**config.mk**
```make
export PLATFORM = sky130hd
export DESIGN_NAME = bt_buf_seq
export DESIGN_NICKNAME = d
export VERILOG_FILES = /design/src/rtl/bt_buf_seq_pkg.sv /design/src/rtl/bt_seq_cnt.sv /design/src/rtl/bt_buf_seq.sv
export SDC_FILE = /design/constraint.sdc
export NUM_CORES = 1
export LEC_CHECK = 0
export BUFFER_PORTS_ARGS = -buffer_cell sky130_fd_sc_hd__buf_2
export CELL_PAD_IN_SITES_DETAIL_PLACEMENT = 1
export CELL_PAD_IN_SITES_GLOBAL_PLACEMENT = 1
export CORE_UTILIZATION = 40
export DETAILED_ROUTE_END_ITERATION = 16
export PLACE_DENSITY = 0.87
export SYNTH_ARGS = -nofsm -noshare
export SYNTH_HDL_FRONTEND = slang
export SYNTH_SLANG_ARGS = --single-unit
export TNS_END_PERCENT = 50
```
**constraint.sdc**
```tcl
create_clock -name clk -period 4.3 [get_ports clk]
set_input_delay 0.215 -clock clk [delete_from_list [all_inputs] [get_ports clk]]
set_output_delay 0.215 -clock clk [all_outputs]
set_load 0.02 [all_outputs]
```
**src/rtl/bt_buf_seq_pkg.sv**
```systemverilog
// ============================================================================
// Module   : bt_buf_seq_pkg
// Desc     : Shared constants for the Bt input-B buffer sequencer: state
//            encoding, default buffer geometry and the buffer data width.
// Revision : 1.0 - initial release
// ============================================================================
`default_nettype none

package bt_buf_seq_pkg;

    // Default buffer geometry (DEPTH must equal 2**ADDR_W)
    localparam int c_DEPTH_DEF      = 16;
    localparam int c_ADDR_W_DEF     = 4;
    localparam int c_PASS_W_DEF     = 4;

    // Width of one Bt buffer entry; data never flows through the sequencer
    localparam int c_BT_BU_DA_WIDTH = 512;

    // Sequencer state encoding
    localparam int              c_ST_W     = 3;
    localparam logic [c_ST_W-1:0] c_ST_IDLE  = 3'd0;
    localparam logic [c_ST_W-1:0] c_ST_FILL  = 3'd1;
    localparam logic [c_ST_W-1:0] c_ST_PRIME = 3'd2;
    localparam logic [c_ST_W-1:0] c_ST_DRAIN = 3'd3;
    localparam logic [c_ST_W-1:0] c_ST_DONE  = 3'd4;

endpackage

`default_nettype wire

```
**src/rtl/bt_seq_cnt.sv**
```systemverilog
// ============================================================================
// Module   : bt_seq_cnt
// Desc     : Modulo-len up counter with clear, enable and terminal-count
//            flag. o_tc is high while the count equals len-1; an enabled
//            step from that value returns the count to zero.
// Revision : 1.0 - initial release
// ============================================================================
`default_nettype none

module bt_seq_cnt #(
    parameter int W = 4
) (
    input  logic         clk,
    input  logic         rst,
    input  logic         i_clr,
    input  logic         i_en,
    input  logic [W:0]   i_len,
    output logic [W-1:0] o_cnt,
    output logic         o_tc
);

    localparam logic [W:0]   c_LEN_ONE = {{W{1'b0}}, 1'b1};
    localparam logic [W-1:0] c_CNT_ONE = {{(W-1){1'b0}}, 1'b1};

    logic [W-1:0] r_cnt;
    logic [W:0]   w_last;

    // Terminal value is len-1; len is one bit wider so len==2**W is legal
    assign w_last = i_len - c_LEN_ONE;
    assign o_tc   = ({1'b0, r_cnt} == w_last);
    assign o_cnt  = r_cnt;

    // Count register: clear wins over enable, wrap to zero at terminal count
    always_ff @(posedge clk or posedge rst) begin
        if (rst) begin
            r_cnt <= '0;
        end else if (i_clr) begin
            r_cnt <= '0;
        end else if (i_en) begin
            r_cnt <= o_tc ? '0 : (r_cnt + c_CNT_ONE);
        end
    end

endmodule

`default_nettype wire

```
**src/rtl/bt_buf_seq.sv**
```systemverilog
// ============================================================================
// Module   : bt_buf_seq
// Desc     : Control sequencer for the Bt input-B buffer. Loads len entries
//            from a valid/ready source, then drains the buffer np times to
//            the consumer, aligning out_valid/out_last with the buffer's
//            one-cycle registered read data.
// Optional : BT_BUF_SEQ_PERF_EN adds perf_fill_stall / perf_drain_stall
//            saturating stall counters (cleared on start).
// Revision : 1.0 - initial release
// ============================================================================
`default_nettype none

module bt_buf_seq
    import bt_buf_seq_pkg::*;
#(
    parameter int DEPTH  = c_DEPTH_DEF,
    parameter int ADDR_W = c_ADDR_W_DEF,
    parameter int PASS_W = c_PASS_W_DEF
) (
    input  logic              clk,
    input  logic              rst,
    input  logic              start,
    input  logic              ks_in,
    input  logic [ADDR_W:0]   fill_len,
    input  logic [PASS_W-1:0] num_pass,
    input  logic              in_valid,
    output logic              in_ready,
    output logic [ADDR_W-1:0] a_Bt,
    output logic              we_Bt,
    output logic              kernelsize_op,
    output logic              out_valid,
    input  logic              out_ready,
    output logic              out_last,
`ifdef BT_BUF_SEQ_PERF_EN
    output logic [15:0]       perf_fill_stall,
    output logic [15:0]       perf_drain_stall,
`else
`endif
    output logic              busy,
    output logic              done
);

    localparam logic [ADDR_W:0]   c_LEN_MAX  = (ADDR_W+1)'(DEPTH);
    localparam logic [ADDR_W-1:0] c_ADDR_ONE = {{(ADDR_W-1){1'b0}}, 1'b1};
    localparam logic [PASS_W-1:0] c_NP_ONE   = {{(PASS_W-1){1'b0}}, 1'b1};

    logic [c_ST_W-1:0] r_state;
    logic              r_ks;
    logic [ADDR_W:0]   r_len;
    logic [PASS_W-1:0] r_np;

    logic [ADDR_W:0]   w_len_norm;
    logic [PASS_W-1:0] w_np_norm;
    logic              w_start_acc;
    logic              w_fire;
    logic [ADDR_W-1:0] w_ptr;
    logic              w_ptr_tc;
    logic              w_ptr_en;
    logic              w_ptr_clr;
    logic [PASS_W-1:0] w_pass_cnt;
    logic              w_pass_tc;
    logic              w_pass_en;
    logic              w_more_pass;

    // Zero or oversize fill length means a full buffer; zero passes means one
    assign w_len_norm  = ((fill_len == '0) || (fill_len > c_LEN_MAX)) ? c_LEN_MAX : fill_len;
    assign w_np_norm   = (num_pass == '0) ? c_NP_ONE : num_pass;
    assign w_start_acc = start & (r_state == c_ST_IDLE);

    // Control outputs decoded from the state register
    assign in_ready      = (r_state == c_ST_FILL);
    assign we_Bt         = in_valid & in_ready;
    assign out_valid     = (r_state == c_ST_DRAIN);
    assign w_fire        = out_valid & out_ready;
    assign out_last      = out_valid & w_ptr_tc & w_pass_tc;
    assign busy          = (r_state != c_ST_IDLE);
    assign done          = (r_state == c_ST_DONE);
    assign kernelsize_op = r_ks;

    // One pointer serves as wr_ptr in FILL and rd_ptr in DRAIN
    assign w_ptr_en    = we_Bt | w_fire;
    assign w_ptr_clr   = w_start_acc | (r_state == c_ST_PRIME);
    assign w_pass_en   = w_fire & w_ptr_tc;
    assign w_more_pass = (w_pass_cnt < (r_np - c_NP_ONE));

    bt_seq_cnt #(
        .W (ADDR_W)
    ) u_ptr_cnt (
        .clk   (clk),
        .rst   (rst),
        .i_clr (w_ptr_clr),
        .i_en  (w_ptr_en),
        .i_len (r_len),
        .o_cnt (w_ptr),
        .o_tc  (w_ptr_tc)
    );

    bt_seq_cnt #(
        .W (PASS_W)
    ) u_pass_cnt (
        .clk   (clk),
        .rst   (rst),
        .i_clr (w_start_acc),
        .i_en  (w_pass_en),
        .i_len ({1'b0, r_np}),
        .o_cnt (w_pass_cnt),
        .o_tc  (w_pass_tc)
    );

    // Buffer address: look ahead by one entry on a drain handshake so the
    // registered read already holds the next entry; hold it on a stall
    always_comb begin
        a_Bt = '0;
        case (r_state)
            c_ST_FILL:  a_Bt = w_ptr;
            c_ST_DRAIN: begin
                if (w_fire) begin
                    a_Bt = w_ptr_tc ? '0 : (w_ptr + c_ADDR_ONE);
                end else begin
                    a_Bt = w_ptr;
                end
            end
            default:    a_Bt = '0;
        endcase
    end

    // Sequencer FSM and job parameters latched on an accepted start
    always_ff @(posedge clk or posedge rst) begin
        if (rst) begin
            r_state <= c_ST_IDLE;
            r_ks    <= 1'b0;
            r_len   <= '0;
            r_np    <= '0;
        end else begin
            case (r_state)
                c_ST_IDLE: begin
                    if (start) begin
                        r_ks    <= ks_in;
                        r_len   <= w_len_norm;
                        r_np    <= w_np_norm;
                        r_state <= c_ST_FILL;
                    end
                end
                c_ST_FILL: begin
                    if (we_Bt && w_ptr_tc) begin
                        r_state <= c_ST_PRIME;
                    end
                end
                c_ST_PRIME: begin
                    r_state <= c_ST_DRAIN;
                end
                c_ST_DRAIN: begin
                    if (w_fire && w_ptr_tc && !w_more_pass) begin
                        r_state <= c_ST_DONE;
                    end
                end
                c_ST_DONE: begin
                    r_state <= c_ST_IDLE;
                end
                default: begin
                    r_state <= c_ST_IDLE;
                end
            endcase
        end
    end

`ifdef BT_BUF_SEQ_PERF_EN
    logic [15:0] r_perf_fill;
    logic [15:0] r_perf_drain;

    assign perf_fill_stall  = r_perf_fill;
    assign perf_drain_stall = r_perf_drain;

    // Saturating stall counters, cleared when a new job starts
    always_ff @(posedge clk or posedge rst) begin
        if (rst) begin
            r_perf_fill  <= '0;
            r_perf_drain <= '0;
        end else if (w_start_acc) begin
            r_perf_fill  <= '0;
            r_perf_drain <= '0;
        end else begin
            if (in_ready && !in_valid && (r_perf_fill != 16'hFFFF)) begin
                r_perf_fill <= r_perf_fill + 16'd1;
            end
            if (out_valid && !out_ready && (r_perf_drain != 16'hFFFF)) begin
                r_perf_drain <= r_perf_drain + 16'd1;
            end
        end
    end
`else
    // Stall counters are not built in this configuration
`endif

endmodule

`default_nettype wire
```
==> flow_summary_export.csv, run 1 <==
group,metric,value,unit
clock_tree,cts_buffers,3,
logic_synthesis,synth_fa_ha_area_frac,0.0817,
logic_synthesis,synth_top_family_by_area,"simple AND/OR/NAND/NOR gates",
cells_and_area,areaGrowthSynthToFinish,13.1,%
logic_synthesis,yosys.area.top_type,"dfrtp_1",
cells_and_area,fin_nets,212,
power,p_sw_frac,0.477,
setup_path,crit_type,"reg2out",
cells_and_area,drive_above_1_share,0.193,
clock_tree,clk_latency,310,ps
power,max-vdd-ir-drop,0.000252,V
power,combPwrFrac,0.568,
logic_synthesis,ys_seq_area_frac,0.381,
logic_synthesis,yosys.area_share.simple,0.284,
setup_path,cp.arrival,2550,ps
power,sequentialPowerShare,0.341,
die,die_y,60.7,um
global_route,track_usage,0.211,
timing,rsz0062_at_grt,"false",
setup_path,critPathBufInv,2,
logic_synthesis,syn_area,1380,sq um
place,hpwl,2700,um
timing,fin_skew,4.92,ps
setup_path,worstReg2RegStart,"r_len[0]$_DFFE_PP0P_",
logic_synthesis,netlist_instances,163,
route,vias_per_cell,5.45,
place,port_buffers,25,
global_route,grt_pass1_vias,1262,
setup_path,startpoint_type,"register",
timing,fin_crit_sh,0.644,
route,drc,0,
global_route,overflow,0,
setup_path,path_cells,"inv_1 -> ha_1 -> xnor2_1 -> a221oi_2 -> o211ai_1 -> o21ai_0 -> a21oi_1 -> buf_2",
clock_tree,clk_pin_slew,130,ps
place,routabilityCongestion,0.853,
logic_synthesis,synth_top_area_share,0.381,
job,max_cap_viol_count,0,
route,dr.pass1.iters,4,
timing,slew_viol_final,0,
power,power_density,701,nW/um^2
clock_tree,cts-root-buf,"clkbuf_4",
setup_path,slowest_delay,650,ps
die,core,3150,sq um
logic_synthesis,synth_xor_area_frac,0.0445,
setup_path,r2r_cells,7,
power,p_total,1.09,mW
worst_hold_path,hold_path_class,"in2async",
die,io_pins,26,
clock_tree,ctsResizeCount,0,
global_route,grt_max_degree,22,
logic_synthesis,synth.net_count,187,
global_route,antenna_found_initial,0,
timing,post-route-min-period,2770,ps
setup_path,required,4090,ps
timing,tightest_slew,841,ps
logic_synthesis,yosys_warnings,0,
die,dieArea,3690,sq um
setup_path,end_kind,"output port",
timing,final-setup-viol-count,0,
clock_tree,cts_tree,"yes",
clock_tree,cts_setup_buffers,0,
logic_synthesis,synth_mux_area_frac,0,
clock_tree,clockBufferDepth,2,
timing,max_freq,0.361,GHz
route,dr_total_vias,1259,
outcome,status,"finished clean",
route,drt-total-wl,3360,um
timing,hold_violations,0,
die,fp.dieW,60.7,um
cells_and_area,antenna_cells,0,
cells_and_area,final_design_area_no_fill,1560,sq um
die,fp-row-count,20,
logic_synthesis,synth.area.top_cells,"dfrtp_1 (38%), ha_1 (8.2%), nand2_1 (7.9%)",
setup_path,crit_family,"compound AO/OA/AOI/OAI gates",
power,p_switching,0.522,mW
route,final_antenna_net_count,0,
timing,tns,0,ps
cells_and_area,fillers,421,
place,placed_cell_area,1530,sq um
power,clock_power_share,0.092,
logic_synthesis,ys_ff_latch,21,
setup_path,worstPathMaxFanout,11,
logic_synthesis,synthDistinctLibCells,37,
logic_synthesis,synth-compound-area-share,0.162,
clock_tree,ctsHoldBuffers,0,
logic_synthesis,syn_area_per_cell,8.46,sq um
route,drt_iter0_markers,35,
power,p_int,0.572,mW
route,routedWlPerCell,14.6,um
setup_path,cp_slowest_cell,"o211ai_1",
global_route,grt_pass1_wl,5690,um
die,initial_core_util,0.437,
setup_path,ff2ff_setup_slack,2000,ps
clock_tree,cts_sinks,21,
timing,relSlewSlack,0.439,
setup_path,worstReg2RegEnd,"u_pass_cnt.o_cnt[3]$_DFFE_PP0P_",
power,cellLeakagePower,0.742,nW
clock_tree,htree_levels,1,
==> per-stage QoR <==
| step | utilization | cells | worst slack [ps] | hold slack (ps) |
|---|---|---|---|---|
| final | 0.494 | 231 | 1530 | 48.1 |
| after global routing | 0.494 | 231 | 1350 | 79.9 |
| after global placement | 0.486 | 227 | 2050 | 396 |
| after detailed placement | 0.486 | 227 | 1910 | 413 |
| after CTS | 0.494 | 231 | 1530 | 65.8 |
| after floorplan | - | 163 | 2220 | 192 |
==> cell families after synthesis <==
family,after synthesis
AO/OA/AOI/OAI,33
XOR/XNOR,7
adder cells (fa/ha/maj),9
buffers and inverters,15
flip-flops,21
AND/OR/NAND/NOR,78
==> power groups by stage <==
| stage | registers [mW] | clock network (mW) | logic, mW |
|---|---|---|---|
| 2_1_floorplan | 0.344 | 0 | 0.481 |
| 3_3_place_gp | 0.367 | 0 | 0.567 |
| 3_5_place_dp | 0.378 | 0 | 0.627 |
| 4_1_cts | 0.374 | 0.106 | 0.630 |
| 5_1_grt | 0.387 | 0.112 | 0.697 |
| 6_report | 0.373 | 0.100 | 0.621 |
==> synth_stat cells (all sizes together) <==
cell,count
nand2,29
buf,2
o21a,1
o21bai,1
nand3b,2
o211ai,2
and2,3
nor3b,3
inv,10
clkbuf,3
o21ai,13
o21ba,2
a221oi,1
or3,1
nand4,1
a31o,1
dfrtp,21
o2111ai,1
a21oi,8
or3b,1
nand4b,1
xor2,1
o311ai,1
nor2b,4
or4,2
xnor2,6
nand2b,3
and2b,1
or2b,1
nor2,10
a32o,2
ha,9
nor3,9
or2,1
nand3,6
==> worst max-delay path by stage <==
| stage | from | to | slack, ps | cells after the start |
|---|---|---|---|---|
| 3_5_place_dp | r_len[0]$_DFFE_PP0P_ | a_Bt[2] | 1910 | 8 |
| 3_3_place_gp | r_len[0]$_DFFE_PP0P_ | a_Bt[2] | 2050 | 8 |
| 5_1_grt | r_len[0]$_DFFE_PP0P_ | a_Bt[2] | 1350 | 8 |
| 6_report | r_len[0]$_DFFE_PP0P_ | a_Bt[2] | 1530 | 8 |
| 2_1_floorplan | r_len[0]$_DFFE_PP0P_ | a_Bt[2] | 2220 | 8 |
| 4_1_cts | r_len[0]$_DFFE_PP0P_ | a_Bt[2] | 1530 | 8 |
==> state kept, by name, summed over array words and instances, names as in the netlist <==
signal / count
kernelsize_op: 1
r_len: 5
r_np: 4
r_state: 3
u_pass_cnt.o_cnt: 4
u_ptr_cnt.o_cnt: 4
==> worst register-to-register path, stage by stage, from the launching register on <==
cell and delay, ps:
dfrtp_1 410, inv_1 70, ha_1 260, o21ba_1 200
a221oi_2 320, o2111ai_2 260, or4_1 560, a21oi_1 160
==> final cells by class <==
type	instances	area [sq um]	share of cell area
multi-input combinational	127	788	0.506
sequential	21	526	0.337
timing repair buffer	25	125	0.0803
tap	44	55.1	0.0353
inverter	10	37.5	0.0241
clock buffer	3	22.5	0.0144
clock inverter	1	5.00	0.00321
==> layer usage <==
metal / vias to the layer above / wire length (um) / track usage
li1: 614 / - / -
met1: 612 / 1490 / 0.254
met2: 29 / 1740 / 0.392
met3: 4 / 101 / 0.0213
met4: 0 / 24 / 0.0649
met5: - / 0 / 0
==> cells in the final DEF (no fill, tap or decap), types with 2 or more instances in the layout <==
| cell type | count |
|---|---|
| a21oi_1 | 8 |
| inv_1 | 10 |
| nand2_1 | 29 |
| dfrtp_1 | 21 |
| nor3b_1 | 3 |
| nand3_1 | 6 |
| o211ai_1 | 2 |
| nand2b_1 | 3 |
| ha_1 | 9 |
| nor2b_1 | 4 |
| nand3b_1 | 2 |
| and2_1 | 3 |
| buf_2 | 25 |
| nor2_1 | 10 |
| nor3_1 | 9 |
| o21ai_0 | 13 |
| xnor2_1 | 6 |
| or4_1 | 2 |
| a32o_1 | 2 |
| clkbuf_4 | 3 |
(Power assumes the default switching activity.)
==> run 2: changes to the inputs <==
- ABC_AREA: unset -> 1
- PLACE_DENSITY: 0.87 -> 0.86
- clock period: 4.3 -> 2.85 ns (I/O delays scaled with it)
==> run 2 against run 1 <==
Via count rose by 6.1%. Synthesized cell count grew 12%. Die area grew 7.0%.
==> flow_summary_export.csv, run 2 <==
group,metric,value,unit
outcome,status,"finished clean",
global_route,antenna_found_initial,0,
clock_tree,clockBufferDepth,2,
clock_tree,cts_setup_buffers,0,
die,fp-row-count,21,
setup_path,worstPathMaxFanout,3,
setup_path,ff2ff_setup_slack,960,ps
route,vias_per_cell,5.22,
die,fp.dieW,62.8,um
logic_synthesis,syn_area,1480,sq um
cells_and_area,antenna_cells,0,
logic_synthesis,synth.area.top_cells,"dfrtp_1 (36%), ha_1 (7.6%), nand2_1 (7.4%)",
die,dieArea,3940,sq um
cells_and_area,largest_register,"r_len",
job,max_cap_viol_count,0,
timing,final-setup-viol-count,0,
cells_and_area,fillers,446,
route,drt_iter0_markers,62,
logic_synthesis,netlist_instances,182,
global_route,track_usage,0.191,
timing,rsz0062_at_grt,"false",
logic_synthesis,synth_most_common_cell,"nand2_1",
place,routabilityCongestion,0.838,
logic_synthesis,synth_mux_area_frac,0,
logic_synthesis,synth-compound-area-share,0.117,
route,dr_total_vias,1336,
route,routedWlPerCell,13.6,um
cells_and_area,largest_reg_flops,5,
clock_tree,htree_levels,1,
global_route,grt_pass1_vias,1305,
logic_synthesis,ys_seq_area_frac,0.355,
die,initial_core_util,0.430,
logic_synthesis,synth_fa_ha_area_frac,0.0761,
cells_and_area,areaGrowthSynthToFinish,14.9,%
power,cellLeakagePower,0.895,nW
logic_synthesis,synth_flop_cell,"dfrtp_1",
place,port_buffers,25,
die,die_y,62.8,um
cells_and_area,layout_common_cells,"nand2_1 (29), buf_2 (25), inv_1 (21), dfrtp_1 (21), nand3_1 (16)",
logic_synthesis,syn_area_per_cell,8.13,sq um
timing,tightest_slew,840,ps
timing,fin_ws,638,ps
cells_and_area,final_design_area_no_fill,1700,sq um
setup_path,crit_start,"r_np[2]$_DFFE_PP0P_",
place,placed_cell_area,1650,sq um
timing,post-route-min-period,2210,ps
logic_synthesis,yosys_warnings,0,
clock_tree,cts-root-buf,"clkbuf_8",
logic_synthesis,synth_edf_count,0,
setup_path,worstReg2RegStart,"r_np[2]$_DFFE_PP0P_",
clock_tree,clk_pin_slew,80,ps
logic_synthesis,ys_ff_latch,21,
die,io_pins,26,
timing,fin_crit_sh,0.776,
timing,hold_violations,0,
logic_synthesis,yosys.area.top_type,"dfrtp_1",
die,core,3440,sq um
logic_synthesis,synth_top_family_by_area,"simple AND/OR/NAND/NOR gates",
setup_path,cp.arrival,2070,ps
logic_synthesis,synth_xor_area_frac,0.0296,
clock_tree,clk_latency,260,ps
cells_and_area,fin_nets,235,
logic_synthesis,async_flop_share,1.00,
logic_synthesis,synth_top_area_share,0.355,
worst_hold_path,hold_path_class,"in2async",
setup_path,crit_type,"reg2out",
cells_and_area,multi_input_area,823,sq um
route,dr.pass1.iters,4,
clock_tree,cts_buffers,3,
timing,relSlewSlack,0.440,
power,max-vdd-ir-drop,0.000539,V
cells_and_area,fin_util,0.494,
timing,max_freq,0.452,GHz
global_route,grt_max_degree,22,
clock_tree,cts_sinks,21,
route,final_antenna_net_count,0,
route,drc,0,
place,detailedPlace.worstSlack,949,ps
cells_and_area,layout_commonest_cell,"nand2_1",
cells_and_area,drive_above_1_share,0.319,
logic_synthesis,ys_top_cells_by_count,"nand2_1 (29), dfrtp_1 (21), inv_1 (21)",
clock_tree,cts_tree,"yes",
place,hpwl,2810,um
setup_path,startpoint_type,"register",
timing,fin_skew,2.46,ps
setup_path,end_kind,"output port",
cells_and_area,seq_area,526,sq um
timing,slew_viol_final,0,
route,drt-total-wl,3470,um
logic_synthesis,synth.net_count,206,
clock_tree,ctsResizeCount,0,
setup_path,required,2710,ps
logic_synthesis,yosys.area_share.simple,0.334,
global_route,grt_pass1_wl,5920,um
timing,tns,0,ps
clock_tree,ctsHoldBuffers,0,
logic_synthesis,synthDistinctLibCells,29,
global_route,overflow,0,
timing,whs,43.9,ps
power,power_density,1130,nW/um^2
run 2: metal layers:
metal / track usage / wire length, um / vias up
met3: 0.0164 / 82 / 8
met2: 0.334 / 1690 / 28
met5: 0 / 0 / -
li1: - / - / 663
met4: 0.0669 / 67 / 0
met1: 0.244 / 1630 / 637
run 2: power breakdown:
group | internal (mW) | leakage (nW) | total (mW) | switching (mW)
clock network | 0.0995 | 0.0228 | 0.197 | 0.0972
registers | 0.409 | 0.271 | 0.516 | 0.107
logic | 0.407 | 0.601 | 1.20 | 0.794
run 2: area by class of cell:
class | instances | area share
Inverter | 32 | 0.0722
Multi-Input combinational cell | 128 | 0.485
Sequential cell | 21 | 0.309
Clock buffer | 4 | 0.0265
Tap cell | 46 | 0.0339
Timing Repair Buffer | 25 | 0.0736
run 2: cell families (layout without fill, tap and decap cells):
family	count (synthesis)	after routing
xor+xnor	5	5
flops	21	21
buf+inv	33	61
simple gates	83	83
fa+ha+maj	9	9
compound gates	31	31
run 2: worst paths after layout:
kind                                                    to  depth (start not counted)
setup / recovery                                  out_last                          9
setup reg to reg           u_pass_cnt.o_cnt[3]$_DFFE_PP0P_                         11
hold reg to reg                  kernelsize_op$_DFFE_PP0P_                          2
max in group asynchronous   u_ptr_cnt.o_cnt[2]$_DFFE_PP0P_                          2
min in group clk                 kernelsize_op$_DFFE_PP0P_                          3
hold / removal                   kernelsize_op$_DFFE_PP0P_                          2
run 2: through the flow:
stage	total power, mW	std cells
floorplan	1.46	182
global placement	1.70	252
detailed placement	1.73	252
CTS	1.93	256
global route	2.08	256
finish	1.91	256
run 2: critical path, stage by stage (launching register included):
cell and delay [ps]:
dfrtp_1 390, inv_1 100, nand3_1 100, xor2_1 150, ha_1 300, nand2_1 70, nor2_1 90, o21ai_0 170
nor3_1 240, buf_2 200
==> run 3: changes to the inputs <==
- CORE_UTILIZATION: 40 -> 37
- PLACE_DENSITY: 0.86 -> 0.84
- clock period: 2.85 -> 1.8 ns (I/O delays scaled with it)
==> run 3 against run 2 <==
The flow now finishes with violations (hold timing, setup timing). Setup slack got worse by 820 ps. Register-to-register slack got worse by 920 ps. Non-clock buffer count increased by 13. Die area increased by 7.8%. Count of clock-buffer cells in the layout decreased by 1. Sequential power increased by 59%. Worst hold slack got worse by 60 ps. Critical endpoint is now a_Bt[1].
==> flow_summary_export.csv, run 3 (same netlist as run 2, synthesis figures left out) <==
group,metric,value,unit
place,placed_cell_area,1710,sq um
outcome,status,"finished, violations left",
setup_path,worstPathMaxFanout,4,
global_route,track_usage,0.193,
place,port_buffers,25,
clock_tree,cts_buffers,3,
die,fp-row-count,22,
setup_path,cp_slowest_cell,"dfrtp_1",
worst_hold_path,hold_path_class,"in2async",
cells_and_area,layout_common_cells,"nand2_1 (24), dfrtp_1 (21), buf_2 (20)",
die,initial_core_util,0.395,
clock_tree,clk_latency,260,ps
job,max_cap_viol_count,0,
cells_and_area,antenna_cells,0,
setup_path,path_cells,"inv_2 -> ha_4 -> inv_2 -> nand2_1 -> nand2_1 -> nor2_2 -> nand2_2 -> nor2_8 -> nand2_4 -> nand2_2 -> nand2_2 -> nand2_1 -> o21ai_1 -> buf_4",
setup_path,crit_type,"reg2out",
cells_and_area,fin_nets,248,
clock_tree,cts_sinks,21,
timing,hold_violations,21,
global_route,antenna_found_initial,0,
global_route,overflow,0,
setup_path,slowest_delay,360,ps
timing,tns,-749,ps
global_route,grt_max_degree,22,
cells_and_area,layout_commonest_cell,"nand2_1",
cells_and_area,largest_reg_flops,5,
clock_tree,cts_tree,"yes",
timing,fin_skew,5.45,ps
timing,fin_crit_sh,1.10,
route,routedWlPerCell,14.0,um
global_route,grt_pass1_wl,6280,um
die,die_y,65.2,um
global_route,met2_usage,0.365,
timing,fin_ws,-180,ps
global_route,busiest_layer,"met2",
clock_tree,ctsHoldBuffers,0,
timing,whs,-16.5,ps
place,detailedPlace.worstSlack,-53.3,ps
power,cellLeakagePower,0.973,nW
timing,final-setup-viol-count,5,
place,routabilityCongestion,0.761,
cells_and_area,final_design_area_no_fill,1910,sq um
setup_path,crit_family,"simple AND/OR/NAND/NOR gates",
route,drt-total-wl,3800,um
cells_and_area,fillers,490,
outcome,violations,"hold timing, setup timing",
power,power_density,1860,nW/um^2
place,dpl.cell_count,260,
timing,relSlewSlack,0.435,
clock_tree,htree_levels,1,
die,dieArea,4250,sq um
cells_and_area,drive_above_1_share,0.448,
route,dr.pass1.iters,4,
timing,rsz0062_at_grt,"true",
global_route,use_met1,0.228,
route,drc,0,
global_route,grt_pass1_vias,1411,
timing,post-route-min-period,1980,ps
timing,tightest_slew,847,ps
place,hpwl,2850,um
setup_path,startpoint_type,"register",
route,final_antenna_net_count,0,
route,drt_iter0_markers,53,
clock_tree,clk_pin_slew,80,ps
clock_tree,clockBufferDepth,2,
timing,max_freq,0.505,GHz
setup_path,critPathBufInv,3,
die,core,3740,sq um
die,fp.dieW,65.2,um
setup_path,end_kind,"output port",
global_route,use_met3,0.0208,
route,dr_total_vias,1385,
clock_tree,cts-root-buf,"clkbuf_8",
die,io_pins,26,
route,vias_per_cell,5.11,
cells_and_area,areaGrowthSynthToFinish,29.4,%
setup_path,cp.arrival,1890,ps
cells_and_area,finalNonFillerCells,271,
power,max-vdd-ir-drop,0.000790,V
setup_path,required,1710,ps
cells_and_area,largest_register,"r_len",
timing,slew_viol_final,0,
-- run 3: cell type report --
type | count | area, sq um | area share
multi-input cells | 128 | 900 | 0.470
clock buffers | 3 | 41.3 | 0.0216
well taps | 48 | 60.1 | 0.0314
repair buffers | 38 | 259 | 0.135
flip-flops and latches | 21 | 526 | 0.275
inverters | 32 | 123 | 0.0641
clock inverters | 1 | 5.00 | 0.00262
-- run 3: through the flow --
| stage | util | power [mW] |
|---|---|---|
| finish | 0.511 | 3.55 |
| global route | 0.511 | 3.86 |
| CTS | 0.484 | 3.32 |
| detailed placement | 0.456 | 2.86 |
| global placement | 0.456 | 2.80 |
| floorplan | - | 2.32 |
-- run 3: worst paths after layout --
kind / start / end / slack (ps) / cells past startpoint
max: r_len[0]$_DFFE_PP0P_ / a_Bt[1] / -180 / 14
min: rst / r_np[2]$_DFFE_PP0P_ / -20 / 2
min in group clk: ks_in / kernelsize_op$_DFFE_PP0P_ / 30 / 3
min reg2reg: kernelsize_op$_DFFE_PP0P_ / kernelsize_op$_DFFE_PP0P_ / 480 / 2
max in group asynchronous: rst / r_len[0]$_DFFE_PP0P_ / 1290 / 2
max reg2reg: r_len[0]$_DFFE_PP0P_ / u_pass_cnt.o_cnt[0]$_DFFE_PP0P_ / 40 / 14
-- run 3: where the power goes --
| group | total (mW) | internal, mW | switching (mW) |
|---|---|---|---|
| clock network | 0.316 | 0.154 | 0.162 |
| registers | 0.822 | 0.648 | 0.174 |
| logic | 2.41 | 0.977 | 1.44 |
-- run 3: routing by layer --
layer | share of wire | up-vias
met3 | 0.016 | 4
met4 | 0.0089 | 0
met2 | 0.55 | 19
met5 | 0 | -
met1 | 0.43 | 672
li1 | - | 690
-- run 3: timing repair --
item                       4_1_cts  5_1_grt
gates resized for setup          9       22
buffers inserted                 4        3
pin swaps                        2        0
setup endpoints to repair       10       11
hold endpoints to repair         0        0
